[src/rtl/fetch_stage_pkg.sv]
// Shared types and constants for the instruction fetch stage.
package fetch_stage_pkg;

  localparam int XLEN = 32;

  // Canonical bubble: addi x0, x0, 0.
  localparam logic [XLEN-1:0] NOP_WORD = 32'h0000_0013;

  // Which decode-resolved target wins when several are asserted together.
  typedef enum logic [1:0] {
    TGT_NONE = 2'd0,
    TGT_BR   = 2'd1,
    TGT_JAL  = 2'd2,
    TGT_JALR = 2'd3
  } redir_sel_e;

  // One buffered fetch result: the address it came from and the word itself.
  typedef struct packed {
    logic [XLEN-1:0] pc;
    logic [XLEN-1:0] instr;
  } fetch_pkt_t;

  // Priority encode the redirect sources: jalr > jal > taken branch.
  function automatic redir_sel_e redirect_sel(input logic br_true,
                                              input logic jal_sel,
                                              input logic jalr_sel);
    if (jalr_sel)     return TGT_JALR;
    else if (jal_sel) return TGT_JAL;
    else if (br_true) return TGT_BR;
    else              return TGT_NONE;
  endfunction

endpackage

[src/rtl/fetch_stage_if.sv]
// Instruction-memory request/response channel between fetch and imem.
interface fetch_stage_if;
  import fetch_stage_pkg::*;

  logic            req_valid;
  logic            req_ready;
  logic [XLEN-1:0] req_addr;
  logic            rsp_valid;
  logic [XLEN-1:0] rsp_data;

  // Fetch side issues requests and consumes in-order responses.
  modport master (
    output req_valid,
    output req_addr,
    input  req_ready,
    input  rsp_valid,
    input  rsp_data
  );

  // Memory side accepts requests and returns responses without backpressure.
  modport slave (
    input  req_valid,
    input  req_addr,
    output req_ready,
    output rsp_valid,
    output rsp_data
  );

endinterface

[src/rtl/fetch_stage_fifo.sv]
// Small synchronous FIFO with single-cycle flush; used for the instruction
// buffer and for the PC shadow queue of the fetch stage.
module fetch_fifo #(
  parameter  int DEPTH = 2,
  parameter  int WIDTH = 64,
  localparam int PTR_W = (DEPTH > 1) ? $clog2(DEPTH) : 1,
  localparam int CNT_W = $clog2(DEPTH + 1)
) (
  input  logic             clk,
  input  logic             rst_n,
  input  logic             push_i,
  input  logic             pop_i,
  input  logic             flush_i,
  input  logic [WIDTH-1:0] data_i,
  output logic [WIDTH-1:0] data_o,
  output logic [CNT_W-1:0] count_o,
  output logic             empty_o
);

  logic [WIDTH-1:0] mem_q [DEPTH];
  logic [PTR_W-1:0] wr_ptr_q, wr_ptr_d;
  logic [PTR_W-1:0] rd_ptr_q, rd_ptr_d;
  logic [CNT_W-1:0] count_q, count_d;
  logic             do_push, do_pop;

  function automatic logic [PTR_W-1:0] ptr_inc(input logic [PTR_W-1:0] p);
    return (p == PTR_W'(DEPTH - 1)) ? '0 : p + 1'b1;
  endfunction

  assign empty_o = (count_q == '0);
  assign count_o = count_q;
  assign data_o  = mem_q[rd_ptr_q];
  assign do_pop  = pop_i & ~empty_o;
  // A push into a full queue is only legal when the head leaves the same cycle.
  assign do_push = push_i & ~flush_i & ((count_q != CNT_W'(DEPTH)) | do_pop);

  // Next pointer/occupancy; flush empties the queue in one cycle.
  always_comb begin
    // NOTE: every always_comb output gets a default first so no latch is inferred.
    wr_ptr_d = wr_ptr_q;
    rd_ptr_d = rd_ptr_q;
    count_d  = count_q;
    if (flush_i) begin
      wr_ptr_d = '0;
      rd_ptr_d = '0;
      count_d  = '0;
    end else begin
      if (do_push) wr_ptr_d = ptr_inc(wr_ptr_q);
      if (do_pop)  rd_ptr_d = ptr_inc(rd_ptr_q);
      count_d = count_q + CNT_W'(do_push) - CNT_W'(do_pop);
    end
  end

  // Pointer and occupancy registers.
  always_ff @(posedge clk or negedge rst_n) begin
    // NOTE: clocked state uses non-blocking assignments so all registers update together.
    if (!rst_n) begin
      wr_ptr_q <= '0;
      rd_ptr_q <= '0;
      count_q  <= '0;
    end else begin
      wr_ptr_q <= wr_ptr_d;
      rd_ptr_q <= rd_ptr_d;
      count_q  <= count_d;
    end
  end

  // Entry storage write.
  // NOTE: storage is deliberately not reset; the pointers and count alone say which entries are valid.
  always_ff @(posedge clk) begin
    if (do_push) mem_q[wr_ptr_q] <= data_i;
  end

endmodule

[src/rtl/fetch_stage.sv]
// IF stage: owns the PC, issues in-order imem requests under a credit limit,
// buffers returning words and feeds pc_decode/instr_decode. Redirects from
// decode squash the decode registers, flush the buffer and kill every
// response still in flight.
module fetch_stage
  import fetch_stage_pkg::*;
#(
  parameter logic [XLEN-1:0] RESET_PC  = '0,
  parameter int              MAX_OUTST = 2,
  parameter logic [XLEN-1:0] NOP_INSTR = NOP_WORD
) (
  input  logic                 clk,
  input  logic                 rst_n,
  fetch_stage_if.master        imem,
  input  logic [XLEN-1:0]      br_decode,
  input  logic [XLEN-1:0]      jal_decode,
  input  logic [XLEN-1:0]      jalr_decode,
  input  logic                 br_true,
  input  logic                 jal_sel,
  input  logic                 jalr_sel,
  input  logic                 stall_fetch,
  output logic [XLEN-1:0]      pc_decode,
  output logic [XLEN-1:0]      instr_decode
);

  localparam int CNT_W = $clog2(MAX_OUTST + 1);

  logic [XLEN-1:0]  pc_f_q, pc_f_d;
  logic [CNT_W-1:0] outst_q, outst_d;
  logic [CNT_W-1:0] kill_q, kill_d;
  logic [XLEN-1:0]  pc_dec_q, pc_dec_d;
  logic [XLEN-1:0]  instr_dec_q, instr_dec_d;

  redir_sel_e       sel;
  logic             redirect;
  logic [XLEN-1:0]  target_raw, target;
  logic [CNT_W:0]   credit_used;
  logic             credit_ok;
  logic             req_fire, rsp_fire, kill_active;

  fetch_pkt_t       buf_in, buf_head;
  logic             buf_push, buf_pop, buf_empty;
  logic [CNT_W-1:0] buf_cnt;
  logic [XLEN-1:0]  shadow_pc;
  logic [CNT_W-1:0] shadow_cnt;
  logic             shadow_empty;

  // Redirect is suppressed while decode is stalled; the target is word aligned.
  assign sel      = redirect_sel(br_true, jal_sel, jalr_sel);
  assign redirect = (sel != TGT_NONE) & ~stall_fetch;
  assign target   = target_raw & ~XLEN'(3);

  // Select the winning redirect target.
  always_comb begin
    target_raw = br_decode;
    unique case (sel)
      TGT_JALR: target_raw = jalr_decode;
      TGT_JAL:  target_raw = jal_decode;
      TGT_BR:   target_raw = br_decode;
      TGT_NONE: target_raw = br_decode;
    endcase
  end

  // Credit covers both in-flight requests and buffered words, so the buffer
  // can never overflow. Held low in reset so nothing escapes while cleared.
  assign credit_used    = {1'b0, outst_q} + {1'b0, buf_cnt};
  assign credit_ok      = credit_used < (CNT_W + 1)'(MAX_OUTST);
  assign imem.req_valid = rst_n & ~redirect & credit_ok;
  assign imem.req_addr  = pc_f_q;
  assign req_fire       = imem.req_valid & imem.req_ready;
  assign rsp_fire       = imem.rsp_valid;
  assign kill_active    = (kill_q != '0);

  // Wrong-path words (pending kills or arriving in a redirect cycle) are dropped.
  assign buf_push = rsp_fire & ~kill_active & ~redirect;
  assign buf_pop  = ~stall_fetch & ~redirect & ~buf_empty;
  assign buf_in   = '{pc: shadow_pc, instr: imem.rsp_data};

  // PC of every issued request, retired by its response whether kept or killed.
  fetch_fifo #(.DEPTH(MAX_OUTST), .WIDTH(XLEN)) u_pc_shadow (
    .clk     (clk),
    .rst_n   (rst_n),
    .push_i  (req_fire),
    .pop_i   (rsp_fire),
    .flush_i (1'b0),
    .data_i  (pc_f_q),
    .data_o  (shadow_pc),
    .count_o (shadow_cnt),
    .empty_o (shadow_empty)
  );

  // Returned {pc, instr} pairs waiting for decode.
  fetch_fifo #(.DEPTH(MAX_OUTST), .WIDTH(2 * XLEN)) u_instr_buf (
    .clk     (clk),
    .rst_n   (rst_n),
    .push_i  (buf_push),
    .pop_i   (buf_pop),
    .flush_i (redirect),
    .data_i  (buf_in),
    .data_o  (buf_head),
    .count_o (buf_cnt),
    .empty_o (buf_empty)
  );

  // Next PC, in-flight/kill counters and decode registers.
  always_comb begin
    pc_f_d      = pc_f_q;
    outst_d     = outst_q + CNT_W'(req_fire) - CNT_W'(rsp_fire);
    kill_d      = kill_q;
    pc_dec_d    = pc_dec_q;
    instr_dec_d = instr_dec_q;

    if (redirect) begin
      pc_f_d = target;
      // Everything still outstanding after this cycle belongs to the old path.
      kill_d = outst_q - CNT_W'(rsp_fire);
    end else begin
      if (req_fire)                pc_f_d = pc_f_q + XLEN'(4);
      if (rsp_fire && kill_active) kill_d = kill_q - 1'b1;
    end

    if (!stall_fetch) begin
      if (redirect || buf_empty) begin
        pc_dec_d    = '0;
        instr_dec_d = NOP_INSTR;
      end else begin
        pc_dec_d    = buf_head.pc;
        instr_dec_d = buf_head.instr;
      end
    end
  end

  // State registers.
  always_ff @(posedge clk or negedge rst_n) begin
    if (!rst_n) begin
      pc_f_q      <= RESET_PC;
      outst_q     <= '0;
      kill_q      <= '0;
      pc_dec_q    <= '0;
      instr_dec_q <= NOP_INSTR;
    end else begin
      pc_f_q      <= pc_f_d;
      outst_q     <= outst_d;
      kill_q      <= kill_d;
      pc_dec_q    <= pc_dec_d;
      instr_dec_q <= instr_dec_d;
    end
  end

  assign pc_decode    = pc_dec_q;
  assign instr_decode = instr_dec_q;

  // A response with nothing outstanding is a memory protocol error.
  a_rsp_has_req: assert property (@(posedge clk) disable iff (!rst_n)
    imem.rsp_valid |-> (outst_q != '0) && !shadow_empty);

  // The PC shadow queue must track the outstanding count exactly.
  a_shadow_sync: assert property (@(posedge clk) disable iff (!rst_n)
    shadow_cnt == outst_q);

endmodule

[src/flat_wrapper.sv]
// flat-port wrapper written by rule: the top's interface ports become plain ports
module fetch_stage_flat import fetch_stage_pkg::*;
#(
  parameter logic [XLEN-1:0] RESET_PC  = '0,
  parameter int              MAX_OUTST = 2,
  parameter logic [XLEN-1:0] NOP_INSTR = NOP_WORD
)
  (clk, rst_n, br_decode, jal_decode, jalr_decode, br_true, jal_sel, jalr_sel, stall_fetch, pc_decode, instr_decode, imem_req_valid, imem_req_addr, imem_req_ready, imem_rsp_valid, imem_rsp_data);
  fetch_stage_if imem_i ();
  input  logic clk;
  input  logic rst_n;
  input  logic [XLEN-1:0] br_decode;
  input  logic [XLEN-1:0] jal_decode;
  input  logic [XLEN-1:0] jalr_decode;
  input  logic br_true;
  input  logic jal_sel;
  input  logic jalr_sel;
  input  logic stall_fetch;
  output logic [XLEN-1:0] pc_decode;
  output logic [XLEN-1:0] instr_decode;
  output wire logic [$bits(imem_i.req_valid)-1:0] imem_req_valid;
  output wire logic [$bits(imem_i.req_addr)-1:0] imem_req_addr;
  input wire logic [$bits(imem_i.req_ready)-1:0] imem_req_ready;
  input wire logic [$bits(imem_i.rsp_valid)-1:0] imem_rsp_valid;
  input wire logic [$bits(imem_i.rsp_data)-1:0] imem_rsp_data;
  assign imem_req_valid = imem_i.req_valid;
  assign imem_req_addr = imem_i.req_addr;
  assign imem_i.req_ready = imem_req_ready;
  assign imem_i.rsp_valid = imem_rsp_valid;
  assign imem_i.rsp_data = imem_rsp_data;
  fetch_stage #(.RESET_PC(RESET_PC), .MAX_OUTST(MAX_OUTST), .NOP_INSTR(NOP_INSTR)) u_core (.clk(clk), .rst_n(rst_n), .imem(imem_i), .br_decode(br_decode), .jal_decode(jal_decode), .jalr_decode(jalr_decode), .br_true(br_true), .jal_sel(jal_sel), .jalr_sel(jalr_sel), .stall_fetch(stall_fetch), .pc_decode(pc_decode), .instr_decode(instr_decode));
endmodule
[config.mk]
export PLATFORM = sky130hd
export DESIGN_NAME = fetch_stage_flat
export DESIGN_NICKNAME = d
export VERILOG_FILES = /design/src/rtl/fetch_stage_pkg.sv /design/src/rtl/fetch_stage_if.sv /design/src/rtl/fetch_stage_fifo.sv /design/src/rtl/fetch_stage.sv /design/src/flat_wrapper.sv
export SDC_FILE = /design/constraint.sdc
export NUM_CORES = 1
export LEC_CHECK = 0
export ABC_AREA = 1
export CORE_MARGIN = 2
export CORE_UTILIZATION = 53
export DETAILED_ROUTE_END_ITERATION = 12
export GPL_ROUTABILITY_DRIVEN = 0
export PLACE_DENSITY = 0.86
export SLEW_MARGIN = 20
export SYNTH_ARGS = -nofsm -noshare
export SYNTH_HDL_FRONTEND = slang
export SYNTH_HIERARCHICAL = 1
export SYNTH_SLANG_ARGS = --single-unit
export TNS_END_PERCENT = 1
[constraint.sdc]
create_clock -name clk -period 6.45 [get_ports clk]
set_clock_uncertainty 0.15 [all_clocks]
set_input_delay 1.935 -clock clk [delete_from_list [all_inputs] [get_ports clk]]
set_output_delay 1.935 -clock clk [all_outputs]
set_load 0.01 [all_outputs]
# --- After elaboration in Yosys (flattened, before gate mapping) ---
# Memories as Yosys holds them, arrays and structs flattened.
# Index checks and enable logic that the tools add are counted.
# W data, S select, Z words.
totals:
  register_bits: 108
  mem_bits_rw: 192
  input_bits: 136
  out_inout_bits: 97
  wordCells: 88
  memories: 2
op_classes:
  add_sub_neg: 14
  n_lt_le_gt_ge: 1
  n_eq_ne: 5
  mux: 23
  n_bitwise: 20
  n_reduce_logical: 12
memory_table:
  columns: ["memory", "depth", "width", "rd", "rd_clocked_by_memory_dff", "wr", "line_no", "text"]
  rows:
  - ["u_core.u_instr_buf.mem_q", 2, 64, 1, 0, 1, "fetch_stage_fifo.sv:20", "logic [WIDTH-1:0] mem_q [DEPTH];"]
  - ["u_core.u_pc_shadow.mem_q", 2, 32, 1, 0, 1, "fetch_stage_fifo.sv:20", null]
op_table:
  columns: ["operator", "n"]
  rows:
  - ["$mux W32", 4]
  - ["$pmux W32 S3", 1]
  - ["$add A32 B3 Y32 const B", 1]
  - ["$and A1 B1 Y1", 13]
  - ["$mux W1", 13]
  - ["$reduce_bool A2 Y1", 6]
  - ["$mux W2", 5]
  - ["$sub A2 B1 Y2", 4]
  - ["$add A2 B1 Y2", 3]
  - ["$logic_not A2 Y1", 3]
  - ["$not A1 Y1", 5]
  - ["$add A1 B1 Y1 const B", 4]
  - ["$eq A2 B2 Y1 const B", 2]
  - ["$ne A2 B2 Y1 const B", 2]
  - ["$add A2 B2 Y3", 1]
  - ["$lt A3 B2 Y1 const B", 1]
  - ["$eq A2 B1 Y1 const B", 1]
  - ["$or A1 B1 Y1", 2]
  - ["$reduce_or A2 Y1", 1]
  - ["$sub A2 B1 Y2 const B", 1]
  - ["$logic_and A1 B1 Y1", 1]
  - ["$logic_or A1 B1 Y1", 1]

# --- Logic depth before layout (Yosys ltp) ---
logic_depth:
  word_depth: 14
  mapped_depth: 16
  ltp_nobuf: 15

# --- By module ---
# Netlist, hierarchy kept.
by_module_without_submodules:
  columns: ["module", "n_inst", "cells_per_inst", "area_per_inst_um2", "seq_area_each_um2"]
  rows:
  - ["fetch_stage", 1, 667, 5390.2, 2456.1]
  - ["fetch_fifo (u_core.u_instr_buf)", 1, 373, 4941.0, 3943.8]
  - ["fetch_fifo (u_core.u_pc_shadow)", 1, 206, 2643.8, 2021.9]

# --- Worst setup path before layout ---
# Ideal clock, no wire load.
synth_timing:
  path_kind: "input port to flip-flop"
  start: "input port jal_sel"
  end: "memory u_core.u_instr_buf.mem_q[1][0] (enable)"
  setup_time_ns: 0.486
  arrival_time_ns: 5.645
  required_ns: 5.814
  path_slack_ns: 0.169
  cell_stages: 9
  path_buffers: 2
  cell_sequence: "buf_4 nor2_8 nand2_4 nor3_4 buf_2 inv_1 nand3_1 nand2_1 nor2_1"
synth_via:
  elab_chain_len: 12
  elab_cells_between_ends: 14
  cone_classes: "mux (4); bitwise (9); reduce/logical (1)"
synth_rtl:
  columns: ["item", "line_no", "text"]
  rows:
  - ["from (decl)", "flat_wrapper.sv:16", "input logic jal_sel;"]
  - ["$mux W2", "fetch_stage_pkg.sv:28", "else if (jal_sel) return TGT_JAL;"]
  - ["$mux W2", "fetch_stage_pkg.sv:27", "if (jalr_sel) return TGT_JALR;"]
  - ["$reduce_bool A2 Y1", "fetch_stage.sv:50", "assign redirect = (sel != TGT_NONE) & ~stall_fetch;"]
  - ["$and A1 B1 Y1", "fetch_stage.sv:50", null]
  - ["$not A1 Y1", "fetch_stage.sv:76", "assign buf_pop = ~stall_fetch & ~redirect & ~buf_empty;"]
  - ["$and A1 B1 Y1 (2 in a row)", "fetch_stage.sv:76", null]
  - ["named net u_core.buf_pop", "fetch_stage.sv:42", "logic buf_push, buf_pop, buf_empty;"]
  - ["$and A1 B1 Y1", "fetch_stage_fifo.sv:33", "assign do_pop = pop_i & ~empty_o;"]
  - ["$or A1 B1 Y1", "fetch_stage_fifo.sv:35", "assign do_push = push_i & ~flush_i & ((count_q != CNT_W'(DEPTH)) | do_pop);"]
  - ["$and A1 B1 Y1", "fetch_stage_fifo.sv:35", null]
  - ["$mux W1", "fetch_stage_fifo.sv:71", "if (do_push) mem_q[wr_ptr_q] <= data_i;"]
  - ["$mux W1 (implied by the code)", "fetch_stage_fifo.sv:71", null]
  - ["to (decl)", "fetch_stage_fifo.sv:20", null]
# The timed path passes the listed nets, and every way through them passes these cells.

# --- Worst setup path in the final report ---
layout_timing:
  start: "input port jal_sel"
  end: "output port imem_req_valid"
layout_via:
  elab_chain_len: 7
layout_rtl:
  columns: ["item", "line_no", "text"]
  rows:
  - ["$mux W2", "fetch_stage_pkg.sv:28", null]
  - ["$mux W2", "fetch_stage_pkg.sv:27", null]
  - ["$reduce_bool A2 Y1", "fetch_stage.sv:50", null]
  - ["$and A1 B1 Y1", "fetch_stage.sv:50", null]
  - ["$not A1 Y1", "fetch_stage.sv:68", "assign imem.req_valid = rst_n & ~redirect & credit_ok;"]
  - ["$and A1 B1 Y1 (2 in a row)", "fetch_stage.sv:68", null]
  - ["to (decl)", "flat_wrapper.sv:21", "output wire logic [$bits(imem_i.req_valid)-1:0] imem_req_valid;"]
# No other way between the ends.

==> flow_summary.yaml <==
run_status:
  outcome: "finished clean"
grt:
  grt_use_total_pct: 22.7
  grt_pass1_wl_um: 46700
  grt_max_degree: 70
  grt_pass1_vias: 9183
  antenna_found_initial: 0
  grt.overflow.total: 0
clock_tree:
  clk_latency_ns: 0.54
  cts_buffers: 30
  postCtsHoldBufs: 0
  h-tree-depth: 1
  post_cts_resized: 0
  cts_buffer_depth: 3
  tritoncts: "done"
  root_buffer: "clkbuf_16"
  path_clk_slew_ns: 0.06
  post_cts_buffers: 0
  cts_num_sinks: 298
die:
  io-pin-count: 233
  dieArea_mm2: 0.0257
  rows: 57
  core-area_mm2: 0.0242
  initial_core_util_pct: 53.7
  die_h_um: 160
  die_w_um: 160
drt:
  drc: 0
  ant_nets: 0
  first_iter_violations: 803
  firstDrtPassIters: 6
  viasPerCell: 5.27
  wl_um: 29600
  via_count: 9566
  wl_per_cell_um: 16.3
power_and_ir_drop:
  irDropWorstVdd_mv: 0.220
  seqPwrFrac_pct: 48.1
  clockPowerShare_pct: 35.3
  power_density_mw_per_mm2: 303
  total_power_mw: 4.97
  leakage_nw: 6.92
  swShare_pct: 26.6
  pwr-share-comb_pct: 16.6
  power.switching_mw: 1.32
  p_int_mw: 3.65
worst_setup_path:
  crit_type: "input pin to output port"
  critPathMaxFanout: 16
  crit_path_start_kind: "input pin"
  cp.required_ns: 4.37
  end_kind: "output port"
  critPathArrivalTime_ns: 3.74
placement:
  portBuffers: 224
  detailed_place_hpwl_um: 19500
  place_area_mm2: 0.0154
sta:
  hold_viol: 0
  tns_ns: 0
  slew-limit-headroom_pct: 37.5
  period_share_pct: 90.4
  rsz0062_at_grt: "no"
  worstMarginPinSlew_ns: 0.938
  fmax_ghz: 0.172
  slew_violations: 0
  fin_crit_ns: 5.83
  setup_viol: 0
layout:
  final_area_mm2: 0.0164
  areaGrowthSynthToFinish_pct: 26.3
  fill_cells: 1732
  antenna_cells: 0
  seqCellArea_mm2: 0.00842
  mostFrequentLayoutCell: "nand2_1"
  layout-drive-gt1-share_pct: 6.24
  multiInputGateArea_mm2: 0.00390
  nNetsFinal: 1612
  final_cell_mix: "nand2_1, clkdlybuf4s50_1, edfxtp_1"
job:
  max_cap_viol_count: 0
yosys:
  synth_area_per_cell_um2: 10.4
  yosysWarnings: 6
  syn-instance-count: 1245
  syn_area_mm2: 0.0130
min_path:
  worst_hold_path_type: "flip-flop to flip-flop"
power by group through the flow:
stage                     registers, mW  logic, mW  clock network [mW]
after floorplan                    2.40      0.486                   0
after global placement             2.41      0.785                   0
after detailed placement           2.43      0.818                   0
after CTS                          2.39      0.828                1.78
after global routing               2.41      0.923                1.86
final                              2.39      0.825                1.75
worst max-delay path, stage by stage:
cell	delay [ns]
clkdlybuf4s50_1	0.53
nor2_8	0.26
nand2_4	0.12
nand2_4	0.08
inv_2	0.04
nor4_1	0.18
clkdlybuf4s50_1	0.59
state kept, by name, indices dropped and copies added (netlist names):
name / flops
u_core/u_instr_buf/rd_ptr_q: 1
u_core/u_pc_shadow/count_o: 2
u_core/u_pc_shadow/mem_q: 64
u_core/u_instr_buf/count_o: 2
u_core/u_instr_buf/wr_ptr_q: 1
u_core/u_instr_buf/mem_q: 128
u_core/instr_decode: 32
u_core/outst_q: 2
u_core/u_pc_shadow/wr_ptr_q: 1
u_core/kill_q: 2
u_core/pc_decode: 32
u_core/u_pc_shadow/rd_ptr_q: 1
u_core/imem.req_addr: 30
final cells by class:
class | instances | area share (%)
multi-input cells | 822 | 23.8
clock buffers | 42 | 5.11
inverters | 76 | 1.80
flip-flops and latches | 298 | 51.4
well taps | 324 | 2.47
clock inverters | 14 | 1.03
repair buffers | 238 | 14.4
final timing paths:
path | slack (ns) | endpoint | depth (start not counted) | from
worst max-delay path | 0.62 | imem_req_valid | 7 | jal_sel
worst min-delay path | 0.35 | u_core/pc_decode[12]$_DFFE_PN0N_ | 1 | u_core/pc_decode[12]$_DFFE_PN0N_
worst max register to register | 3.34 | u_core/u_pc_shadow/mem_q[1][25]$_DFFE_PP_ | 11 | u_core/outst_q[0]$_DFF_PN0_
worst min register to register | 0.35 | u_core/pc_decode[12]$_DFFE_PN0N_ | 1 | u_core/pc_decode[12]$_DFFE_PN0N_
max in group asynchronous | 3.45 | u_core/u_instr_buf/rd_ptr_q$_DFFE_PN0P_ | 3 | rst_n
min in group asynchronous | 1.35 | u_core/instr_decode[25]$_DFFE_PN0N_ | 2 | rst_n
per-layer routing:
layer  global-route usage, %  wire length [µm]
met4                    7.70               725
met5                       0                 0
met3                    4.36              2250
met1                    28.7             11900
met2                    39.6             14800
through the flow:
stage / cells / hold slack [ns] / utilization [%] / worst slack (ns)
finish: 1814 / 0.355 / 67.8 / 0.620
global route: 1814 / 0.366 / 67.8 / 0.544
CTS: 1814 / 0.362 / 67.8 / 0.566
detailed placement: 1758 / 0.349 / 63.6 / 0.585
global placement: 1758 / 0.341 / 63.6 / 0.590
floorplan: 1254 / 0.351 / - / 0.169
Power figures use the tool's default switching activity.
